<file path="src/rtl/branch_ctrl_if.sv">
// Decoder/ALU/button to PC-control bus; master drives instruction decode, slave drives PC control.
interface branch_ctrl_if #(
  parameter int unsigned AddrSz = 6
);
  logic              br_eq;
  logic              br_ne;
  logic              jmp;
  logic              wait_btn;
  logic [AddrSz-1:0] imm;
  logic              alu_zero;
  logic              flag_we;
  logic              btn;
  logic              rel_branch;
  logic [AddrSz-1:0] offset;
  logic              stalled;
  logic              z_flag;

  modport master (
    output br_eq, br_ne, jmp, wait_btn, imm, alu_zero, flag_we, btn,
    input  rel_branch, offset, stalled, z_flag
  );

  modport slave (
    input  br_eq, br_ne, jmp, wait_btn, imm, alu_zero, flag_we, btn,
    output rel_branch, offset, stalled, z_flag
  );
endinterface

</file>
<file path="src/rtl/branch_ctrl.sv">
// Branch/jump/wait control for the program counter, with registered Z flag
// and a synchronised, debounced push button gating the WAIT instruction.
module branch_ctrl #(
  parameter int unsigned AddrSz         = 6,
  parameter int unsigned DebounceCycles = 4
) (
  input  logic           clk,
  input  logic           n_reset,
  branch_ctrl_if.slave   bus
);

  localparam int unsigned CntW = $clog2(DebounceCycles + 1);

  typedef enum logic [1:0] {
    IDLE         = 2'd0,
    WAIT_PRESS   = 2'd1,
    WAIT_RELEASE = 2'd2
  } state_t;

  state_t            r_state;
  logic              r_z_flag;
  logic              r_sync1;
  logic              r_btn_s;
  logic              r_btn_db;
  logic [CntW-1:0]   r_cnt;

  logic              w_release;
  logic              w_rel_branch;
  logic [AddrSz-1:0] w_offset;
  logic              w_stalled;

  // Zero flag: updated only by flag-writing instructions; branches see the old value.
  always_ff @(posedge clk or negedge n_reset) begin
    if (!n_reset) r_z_flag <= 1'b0;
    else if (bus.flag_we) r_z_flag <= bus.alu_zero;
  end

  // Two-flop synchroniser for the raw button.
  always_ff @(posedge clk or negedge n_reset) begin
    if (!n_reset) begin
      r_sync1 <= 1'b0;
      r_btn_s <= 1'b0;
    end else begin
      r_sync1 <= bus.btn;
      r_btn_s <= r_sync1;
    end
  end

  // Debounce: debounced level flips only after a sustained disagreement.
  always_ff @(posedge clk or negedge n_reset) begin
    if (!n_reset) begin
      r_btn_db <= 1'b0;
      r_cnt    <= '0;
    end else if (r_btn_s == r_btn_db) begin
      r_cnt    <= '0;
    end else if (r_cnt == CntW'(DebounceCycles - 1)) begin
      r_btn_db <= r_btn_s;
      r_cnt    <= '0;
    end else begin
      r_cnt    <= r_cnt + CntW'(1);
    end
  end

  // Wait FSM: one full press-and-release releases one WAIT.
  always_ff @(posedge clk or negedge n_reset) begin
    if (!n_reset) begin
      r_state <= IDLE;
    end else begin
      case (r_state)
        IDLE:         if (bus.wait_btn) r_state <= WAIT_PRESS;
        WAIT_PRESS:   if (!bus.wait_btn) r_state <= IDLE;
                      else if (r_btn_db) r_state <= WAIT_RELEASE;
        WAIT_RELEASE: if (!bus.wait_btn || !r_btn_db) r_state <= IDLE;
        default:      r_state <= IDLE;
      endcase
    end
  end

  assign w_release = (r_state == WAIT_RELEASE) && !r_btn_db;

  // PC control decode; priority wait_btn > jmp > br_eq > br_ne.
  always_comb begin
    w_rel_branch = 1'b0;
    w_offset     = '0;
    w_stalled    = 1'b0;
    if (bus.wait_btn) begin
      if (!w_release) begin
        w_rel_branch = 1'b1;
        w_stalled    = 1'b1;
      end
    end else if (bus.jmp) begin
      w_rel_branch = 1'b1;
      w_offset     = bus.imm;
    end else if ((bus.br_eq && r_z_flag) || (bus.br_ne && !r_z_flag)) begin
      w_rel_branch = 1'b1;
      w_offset     = bus.imm;
    end
  end

  assign bus.rel_branch = w_rel_branch;
  assign bus.offset     = w_offset;
  assign bus.stalled    = w_stalled;
  assign bus.z_flag     = r_z_flag;

endmodule

</file>
<file path="src/flat_wrapper.sv">
// flat-port wrapper written by rule: the top's interface ports become plain ports
module branch_ctrl_flat 
#(
  parameter int unsigned AddrSz         = 6,
  parameter int unsigned DebounceCycles = 4
)
  (clk, n_reset, bus_br_eq, bus_br_ne, bus_jmp, bus_wait_btn, bus_imm, bus_alu_zero, bus_flag_we, bus_btn, bus_rel_branch, bus_offset, bus_stalled, bus_z_flag);
  branch_ctrl_if #(.AddrSz(AddrSz)) bus_i ();
  input  logic clk;
  input  logic n_reset;
  input wire logic [$bits(bus_i.br_eq)-1:0] bus_br_eq;
  input wire logic [$bits(bus_i.br_ne)-1:0] bus_br_ne;
  input wire logic [$bits(bus_i.jmp)-1:0] bus_jmp;
  input wire logic [$bits(bus_i.wait_btn)-1:0] bus_wait_btn;
  input wire logic [$bits(bus_i.imm)-1:0] bus_imm;
  input wire logic [$bits(bus_i.alu_zero)-1:0] bus_alu_zero;
  input wire logic [$bits(bus_i.flag_we)-1:0] bus_flag_we;
  input wire logic [$bits(bus_i.btn)-1:0] bus_btn;
  output wire logic [$bits(bus_i.rel_branch)-1:0] bus_rel_branch;
  output wire logic [$bits(bus_i.offset)-1:0] bus_offset;
  output wire logic [$bits(bus_i.stalled)-1:0] bus_stalled;
  output wire logic [$bits(bus_i.z_flag)-1:0] bus_z_flag;
  assign bus_i.br_eq = bus_br_eq;
  assign bus_i.br_ne = bus_br_ne;
  assign bus_i.jmp = bus_jmp;
  assign bus_i.wait_btn = bus_wait_btn;
  assign bus_i.imm = bus_imm;
  assign bus_i.alu_zero = bus_alu_zero;
  assign bus_i.flag_we = bus_flag_we;
  assign bus_i.btn = bus_btn;
  assign bus_rel_branch = bus_i.rel_branch;
  assign bus_offset = bus_i.offset;
  assign bus_stalled = bus_i.stalled;
  assign bus_z_flag = bus_i.z_flag;
  branch_ctrl #(.AddrSz(AddrSz), .DebounceCycles(DebounceCycles)) u_core (.clk(clk), .n_reset(n_reset), .bus(bus_i));
endmodule
</file>
<file path="config.mk">
export PLATFORM = sky130hd
export DESIGN_NAME = branch_ctrl_flat
export DESIGN_NICKNAME = d
export VERILOG_FILES = /design/src/rtl/branch_ctrl_if.sv /design/src/rtl/branch_ctrl.sv /design/src/flat_wrapper.sv
export SDC_FILE = /design/constraint.sdc
export NUM_CORES = 1
export LEC_CHECK = 0
export BUFFER_PORTS_ARGS = -buffer_cell sky130_fd_sc_hd__clkbuf_2
export CORE_AREA = 3 3 40 42
export DETAILED_ROUTE_END_ITERATION = 16
export DIE_AREA = 0 0 43 45
export SYNTH_ARGS = -nofsm -noshare
export SYNTH_HDL_FRONTEND = slang
export SYNTH_SLANG_ARGS = --single-unit
</file>
<file path="constraint.sdc">
create_clock -name clk -period 2.6 [get_ports clk]
set_input_delay 0.52 -clock clk [delete_from_list [all_inputs] [get_ports clk]]
set_output_delay 0.52 -clock clk [all_outputs]
set_load 0.02 [all_outputs]
</file>
==> flow_summary.yaml, run 1 <==
die:
  die_x_um: 43
  start_util: 0.341
  core_region_area_mm2: 0.00128
  die-area_mm2: 0.00194
  pin_count: 24
  die_y_um: 45
  rows: 13
sta:
  period_needed_ps: 1910
  fmax_mhz: 523
  fin_ws_ps: 689
  hold_violations: 0
  rsz0062_at_grt: "no"
  maxSlewHeadroom: 0.748
  tns_ps: 0
  finalSetupViolCount: 0
  post-route-period-util: 0.735
  clock_skew_ps: 0.432
  tightestPinTransition_ps: 371
  final-max-slew-violation-count: 0
power:
  peakVddDrop_mv: 0.358
  p_leak_nw: 0.311
  clkPwrFrac: 0.256
  combPwrFrac: 0.270
  switching_share: 0.306
  p_int_mw: 0.287
  p_seq_frac: 0.474
  power.net_switching_mw: 0.126
  power.density_mw_per_mm2: 696
clock_network:
  cts-root-buf: "clkbuf_4"
  cts_buffers: 3
  cts_hold_buf: 0
  cts_tree: "built"
  clk_path_buf_depth: 2
  numClockSinks: 9
  postCtsSetupBuffers: 0
  cts_resized: 0
  htree_levels: 1
  cts.clk_slew.worst_paths_ps: 60
  clk_latency_ps: 250
synth:
  netlist_instances: 40
  yosysTopAreaCellShare: 0.514
  synth_area_leader_cell: "dfrtp_1"
  synth_fp_nets: 56
  ys_warn_count: 0
  syn_area_per_cell_um2: 10.9
  ys_seq_elements: 9
  ys_seq_area_frac: 0.514
  syn_area_um2: 438
  synth_cell_types: 17
  synth_area_leaders: "dfrtp_1 (51%), nand2b_1 (8.6%), a21oi_1 (6.9%)"
routing:
  viasPerCell: 4.48
  wl_per_cell_um: 10.9
  drtPass1Iterations: 2
  routed_wl_um: 883
  drt_iter0_markers: 2
  ant_nets: 0
  drc_errors: 0
  dr_total_vias: 363
cells_and_area:
  syn2layout_area_growth_pct: 35.4
  layout_common_cells: "clkbuf_2 (23), dfrtp_1 (9), nand2b_1 (6), a21oi_1 (6)"
  multi_input_area_um2: 200
  fin_nets: 83
  final_common_cell: "clkbuf_2"
  regArea_um2: 225
  n_antenna_cell: 0
  drive_gt1_frac: 0.470
  nFillCells: 128
job:
  maxCapViolCount: 0
setup_path:
  path_cells: "mux2i_2, a22oi_1, clkbuf_2"
  crit_fanout: 7
  critPathMaxStageDelay_ps: 410
  rr_worst_depth: 3
  start_kind: "flip-flop"
  crit_arrival_ps: 1390
  cp.required_ps: 2080
  critPathSlowestCell: "dfrtp_1"
  crit_type: "flip-flop to output port"
  end_kind: "output port"
placed_design:
  dp_slack_ps: 839
  place_congestion: 0.611
  dpl.hpwl_um: 717
  port-buffer-count: 23
grt:
  grtUsageTotal: 0.0944
  grt_first_pass_wirelength_um: 1410
  overflow: 0
  grt_max_degree: 11
  grt_pass1_vias: 351
  antenna_found_initial: 0
run_status:
  status: "complete, no violations"
worst_hold_path:
  hp-class: "input port to asynchronous set/reset pin"
-- cell type report --
cell class / instances / share of cell area
Clock buffer: 4 / 0.0443
Inverter: 2 / 0.0127
Multi-Input combinational cell: 28 / 0.338
Sequential cell: 9 / 0.380
Tap cell: 15 / 0.0316
Timing Repair Buffer: 23 / 0.194
-- synth_stat cells --
| cell type | instances |
|---|---|
| and3_2 | 1 |
| a211oi_1 | 1 |
| mux2_2 | 2 |
| ha_1 | 1 |
| nor2_1 | 2 |
| xnor2_1 | 1 |
| nand2b_1 | 6 |
| a21oi_1 | 6 |
| dfrtp_1 | 9 |
| xor2_1 | 1 |
| nor2b_2 | 1 |
| nor3b_1 | 3 |
| nor3_1 | 1 |
| inv_1 | 2 |
| mux2i_2 | 1 |
| buf_2 | 1 |
| a22oi_1 | 1 |
-- metal layers --
layer | wire [um] | track usage | share of wire
met2 | 442 | 0.147 | 0.50
met3 | 37 | 0.0120 | 0.042
met1 | 403 | 0.128 | 0.46
met4 | 0 | 0.0542 | 0
met5 | 0 | 0 | 0
-- critical path: cells and delay by family (launching register included) --
kind | cells | cell delay (ps)
DFF | 1 | 410
muxes | 1 | 400
buffers and inverters | 1 | 180
AOI/OAI and AO/OA | 1 | 150
-- kinds of logic (layout without fill, tap and decap cells) --
logic type | after synthesis | after routing | synth area share
AO/OA/AOI/OAI | 8 | 8 | 0.103
XOR/XNOR | 2 | 2 | 0.0400
adder cells (fa/ha/maj) | 1 | 1 | 0.0286
buffers and inverters | 3 | 29 | 0.0286
flip-flops | 9 | 9 | 0.514
multiplexers | 3 | 3 | 0.0828
AND/OR/NAND/NOR | 14 | 14 | 0.203
-- registers in the layout, summed over array words and instances, names as in the netlist --
| register | cells |
|---|---|
| u_core.bus.z_flag | 1 |
| u_core.r_sync1 | 1 |
| u_core.r_btn_s | 1 |
| u_core.r_state | 2 |
| u_core.r_btn_db | 1 |
| u_core.r_cnt | 3 |
-- per-stage QoR --
stage	instances	cell area (um^2)	utilization	hold WS, ps	power (mW)
floorplan	40	438	-	224	0.273
global placement	77	567	0.441	333	0.309
detailed placement	77	567	0.441	342	0.311
CTS	81	593	0.462	108	0.418
global route	81	593	0.462	107	0.444
finish	81	593	0.462	106	0.413
-- final timing paths --
kind                                                from                           to  slack, ps
min in group clk                u_core.r_sync1$_DFF_PN0_     u_core.r_btn_s$_DFF_PN0_        350
hold reg to reg                 u_core.r_sync1$_DFF_PN0_     u_core.r_btn_s$_DFF_PN0_        350
hold / removal                                   n_reset     u_core.r_btn_s$_DFF_PN0_        110
setup / recovery           u_core.bus.z_flag$_DFFE_PN0P_               bus_rel_branch        690
max in group asynchronous                        n_reset    u_core.r_cnt[1]$_DFF_PN0_       2310
setup reg to reg               u_core.r_cnt[0]$_DFF_PN0_  u_core.r_btn_db$_DFFE_PN0P_       1450
-- power groups by stage --
stage,Combinational (mW),Clock (mW),Sequential [mW]
after detailed placement,0.113,0,0.198
after floorplan,0.0785,0,0.195
after global routing,0.127,0.116,0.201
after CTS,0.114,0.109,0.195
final,0.112,0.106,0.196
after global placement,0.112,0,0.197
No activity file was read; power rests on OpenSTA's default activity.
==> run 2: changes to the inputs <==
- clock period: 2.6 -> 1.9 ns (I/O delays scaled with it)
==> flow_summary.yaml, run 2 (same netlist as run 1, synthesis figures left out) <==
run_status:
  status: "complete, no violations"
die:
  core_region_area_mm2: 0.00128
  rows: 13
  die_y_um: 45
  die_x_um: 43
  die-area_mm2: 0.00194
  start_util: 0.341
  pin_count: 24
clock_network:
  htree_levels: 1
  cts.clk_slew.worst_paths_ps: 60
  cts_buffers: 3
  cts-root-buf: "clkbuf_4"
  cts_hold_buf: 1
  cts_tree: "built"
  cts_resized: 0
  numClockSinks: 9
  postCtsSetupBuffers: 0
  clk_latency_ps: 260
  clk_path_buf_depth: 2
routing:
  routed_wl_um: 848
  drc_errors: 0
  viasPerCell: 4.55
  drt_iter0_markers: 2
  wl_per_cell_um: 10.3
  dr_total_vias: 373
  ant_nets: 0
  drtPass1Iterations: 3
sta:
  clock_skew_ps: 5.34
  tightestPinTransition_ps: 368
  period_needed_ps: 1770
  finalSetupViolCount: 0
  post-route-period-util: 0.929
  rsz0062_at_grt: "no"
  fmax_mhz: 566
  whs_ps: 232
  maxSlewHeadroom: 0.750
  tns_ps: 0
  hold_violations: 0
  final-max-slew-violation-count: 0
setup_path:
  r2r_end: "u_core.r_btn_db$_DFFE_PN0P_"
  rr_worst_depth: 3
  cp.required_ps: 1520
  start_kind: "flip-flop"
  crit_fanout: 7
  crit_arrival_ps: 1390
  r2r-start: "u_core.r_cnt[0]$_DFF_PN0_"
  crit_type: "flip-flop to output port"
  crit_path_start: "u_core.bus.z_flag$_DFFE_PN0P_"
  r2r_slack_ps: 760
  end_kind: "output port"
placed_design:
  port-buffer-count: 23
  dpl.hpwl_um: 692
  place_congestion: 0.611
  dpl_cell_area_um2: 567
grt:
  overflow: 0
  grtUsageTotal: 0.0995
  antenna_found_initial: 0
  grt_first_pass_wirelength_um: 1430
  grt_max_degree: 11
  grt_pass1_vias: 358
cells_and_area:
  drive_gt1_frac: 0.463
  fin_nets: 84
  reg_top3: "u_core.r_cnt x3, u_core.r_state x2"
  regMostFlops: "u_core.r_cnt"
  n_antenna_cell: 0
  final_common_cell: "clkbuf_2"
  layout_common_cells: "clkbuf_2 (23), dfrtp_1 (9), nand2b_1 (6), a21oi_1 (6)"
  final_core_util: 0.469
  final_cell_area_um2: 603
  largest_reg_flops: 3
  syn2layout_area_growth_pct: 37.7
power:
  peakVddDrop_mv: 0.491
  p_leak_nw: 0.315
  power.density_mw_per_mm2: 934
worst_hold_path:
  min_from: "bus_btn"
  hp-class: "input port to flip-flop"
  min_path_cells: 1
  hold_path_end: "u_core.r_sync1$_DFF_PN0_"
job:
  maxCapViolCount: 0
run 2: final cells by class:
cell class	instances	area, um^2
fillers	114	682
flip-flops and latches	9	225
multi-input cells	28	200
repair buffers	24	125
clock buffers	4	26.3
well taps	15	18.8
inverters	2	7.51
run 2: per-stage QoR:
stage,std cells,total power [mW],setup WS [ps]
floorplan,40,0.374,413
detailed placement,77,0.424,406
finish,82,0.563,134
global placement,77,0.423,437
global route,82,0.613,8.06
CTS,82,0.572,124
run 2: how the worst max path moves through the flow:
stage               slack [ps]             end  depth (start not counted)
finish                     130  bus_rel_branch                          3
CTS                        120  bus_rel_branch                          3
global route                 8  bus_rel_branch                          3
detailed placement         410  bus_rel_branch                          4
global placement           440  bus_rel_branch                          4
floorplan                  410  bus_rel_branch                          2
run 2: critical path: stages (launching register included):
cell and delay [ps]:
dfrtp_1 400, mux2i_2 400, a22oi_1 150, clkbuf_2 180
run 2: where the power goes:
group,internal [mW],total (mW),switching (mW)
registers,0.234,0.266,0.0323
logic,0.0790,0.153,0.0743
clock network,0.0807,0.144,0.0635
total,0.393,0.563,0.170
run 2: metal layers:
layer / track usage / vias up / part of all wire
met2: 0.153 / 9 / 0.49
met1: 0.120 / 171 / 0.43
met4: 0.0723 / 0 / 0.018
met5: 0 / - / 0
li1: - / 191 / -
met3: 0.0279 / 2 / 0.057
==> run 3: changes to the inputs <==
- MAX_ROUTING_LAYER: unset -> met4
==> flow_summary.yaml, run 3 (same netlist as run 1, synthesis figures left out) <==
sta:
  post-route-period-util: 0.929
  period_needed_ps: 1770
  hold_violations: 0
  clock_skew_ps: 5.32
  tightestPinTransition_ps: 368
  fmax_mhz: 566
  finalSetupViolCount: 0
  whs_ps: 232
  rsz0062_at_grt: "no"
  tns_ps: 0
  final-max-slew-violation-count: 0
  maxSlewHeadroom: 0.750
die:
  die-area_mm2: 0.00194
  pin_count: 24
  core_region_area_mm2: 0.00128
  die_y_um: 45
  die_x_um: 43
  rows: 13
  start_util: 0.341
cells_and_area:
  fin_nets: 84
  n_antenna_cell: 0
  syn2layout_area_growth_pct: 37.7
  final_common_cell: "clkbuf_2"
  final_core_util: 0.469
  largest_reg_flops: 3
  reg_top3: "u_core.r_cnt x3, u_core.r_state x2"
  drive_gt1_frac: 0.463
  regMostFlops: "u_core.r_cnt"
  layout_common_cells: "clkbuf_2 (23), dfrtp_1 (9), nand2b_1 (6), a21oi_1 (6)"
grt:
  grt_first_pass_wirelength_um: 1430
  overflow: 0
  grt_max_degree: 11
  grtUsageTotal: 0.103
  grt_pass1_vias: 358
  antenna_found_initial: 0
clock_network:
  cts_buffers: 3
  cts_hold_buf: 1
  cts_resized: 0
  cts.clk_slew.worst_paths_ps: 60
  numClockSinks: 9
  htree_levels: 1
  postCtsSetupBuffers: 0
  clk_latency_ps: 260
  cts_tree: "built"
  cts-root-buf: "clkbuf_4"
  clk_path_buf_depth: 2
routing:
  drc_errors: 0
  routed_wl_um: 849
  drt_iter0_markers: 2
  drtPass1Iterations: 3
  viasPerCell: 4.55
  ant_nets: 0
  dr_total_vias: 373
  wl_per_cell_um: 10.4
placed_design:
  port-buffer-count: 23
  dpl.hpwl_um: 692
  place_congestion: 0.615
power:
  peakVddDrop_mv: 0.491
  power.density_mw_per_mm2: 934
  p_leak_nw: 0.315
  power.total_mw: 0.563
setup_path:
  crit_fanout: 7
  crit_arrival_ps: 1390
  cp.required_ps: 1520
  crit_type: "flip-flop to output port"
  rr_worst_depth: 3
  end_kind: "output port"
  start_kind: "flip-flop"
worst_hold_path:
  hp-class: "input port to flip-flop"
  min_path_cells: 1
job:
  maxCapViolCount: 0
run_status:
  status: "complete, no violations"
==> run 3: metal layers <==
metal	up-vias	GRT usage	share of wire	wire length, um
met5	-	-	0	0
met4	0	0.0723	0.018	15
met3	2	0.0239	0.048	41
met2	9	0.153	0.49	419
met1	171	0.123	0.44	372
li1	191	-	-	-
==> run 3: cell type report <==
class,instances,area [um^2]
repair buffers,24,125
well taps,15,18.8
inverters,2,7.51
multi-input cells,28,200
fillers,114,682
flip-flops and latches,9,225
clock buffers,4,26.3
==> run 3: path summary, 6_finish.rpt <==
check                                                   start                           to  slack [ps]
worst max-delay path            u_core.bus.z_flag$_DFFE_PN0P_               bus_rel_branch         130
worst min-delay path                                  bus_btn     u_core.r_sync1$_DFF_PN0_         230
worst max register to register      u_core.r_cnt[0]$_DFF_PN0_  u_core.r_btn_db$_DFFE_PN0P_         760
worst min register to register       u_core.r_sync1$_DFF_PN0_     u_core.r_btn_s$_DFF_PN0_         350
max in group asynchronous                             n_reset     u_core.r_btn_s$_DFF_PN0_        1210
min in group asynchronous                             n_reset  u_core.r_btn_db$_DFFE_PN0P_         510
==> run 3: power breakdown <==
part	switching (mW)	internal (mW)
clock	0.0635	0.0807
combinational	0.0743	0.0790
sequential	0.0323	0.234
total	0.170	0.393
==> run 3: critical path, stage by stage, from the launching register on <==
cell      delay, ps
dfrtp_1         400
mux2i_2         400
a22oi_1         150
clkbuf_2        180
==> run 3: per-stage QoR <==
| step | area, um^2 | setup slack, ps | std cells |
|---|---|---|---|
| CTS | 603 | 124 | 82 |
| global placement | 567 | 437 | 77 |
| floorplan | 438 | 413 | 40 |
| detailed placement | 567 | 406 | 77 |
| finish | 603 | 134 | 82 |
| global route | 603 | 8.06 | 82 |
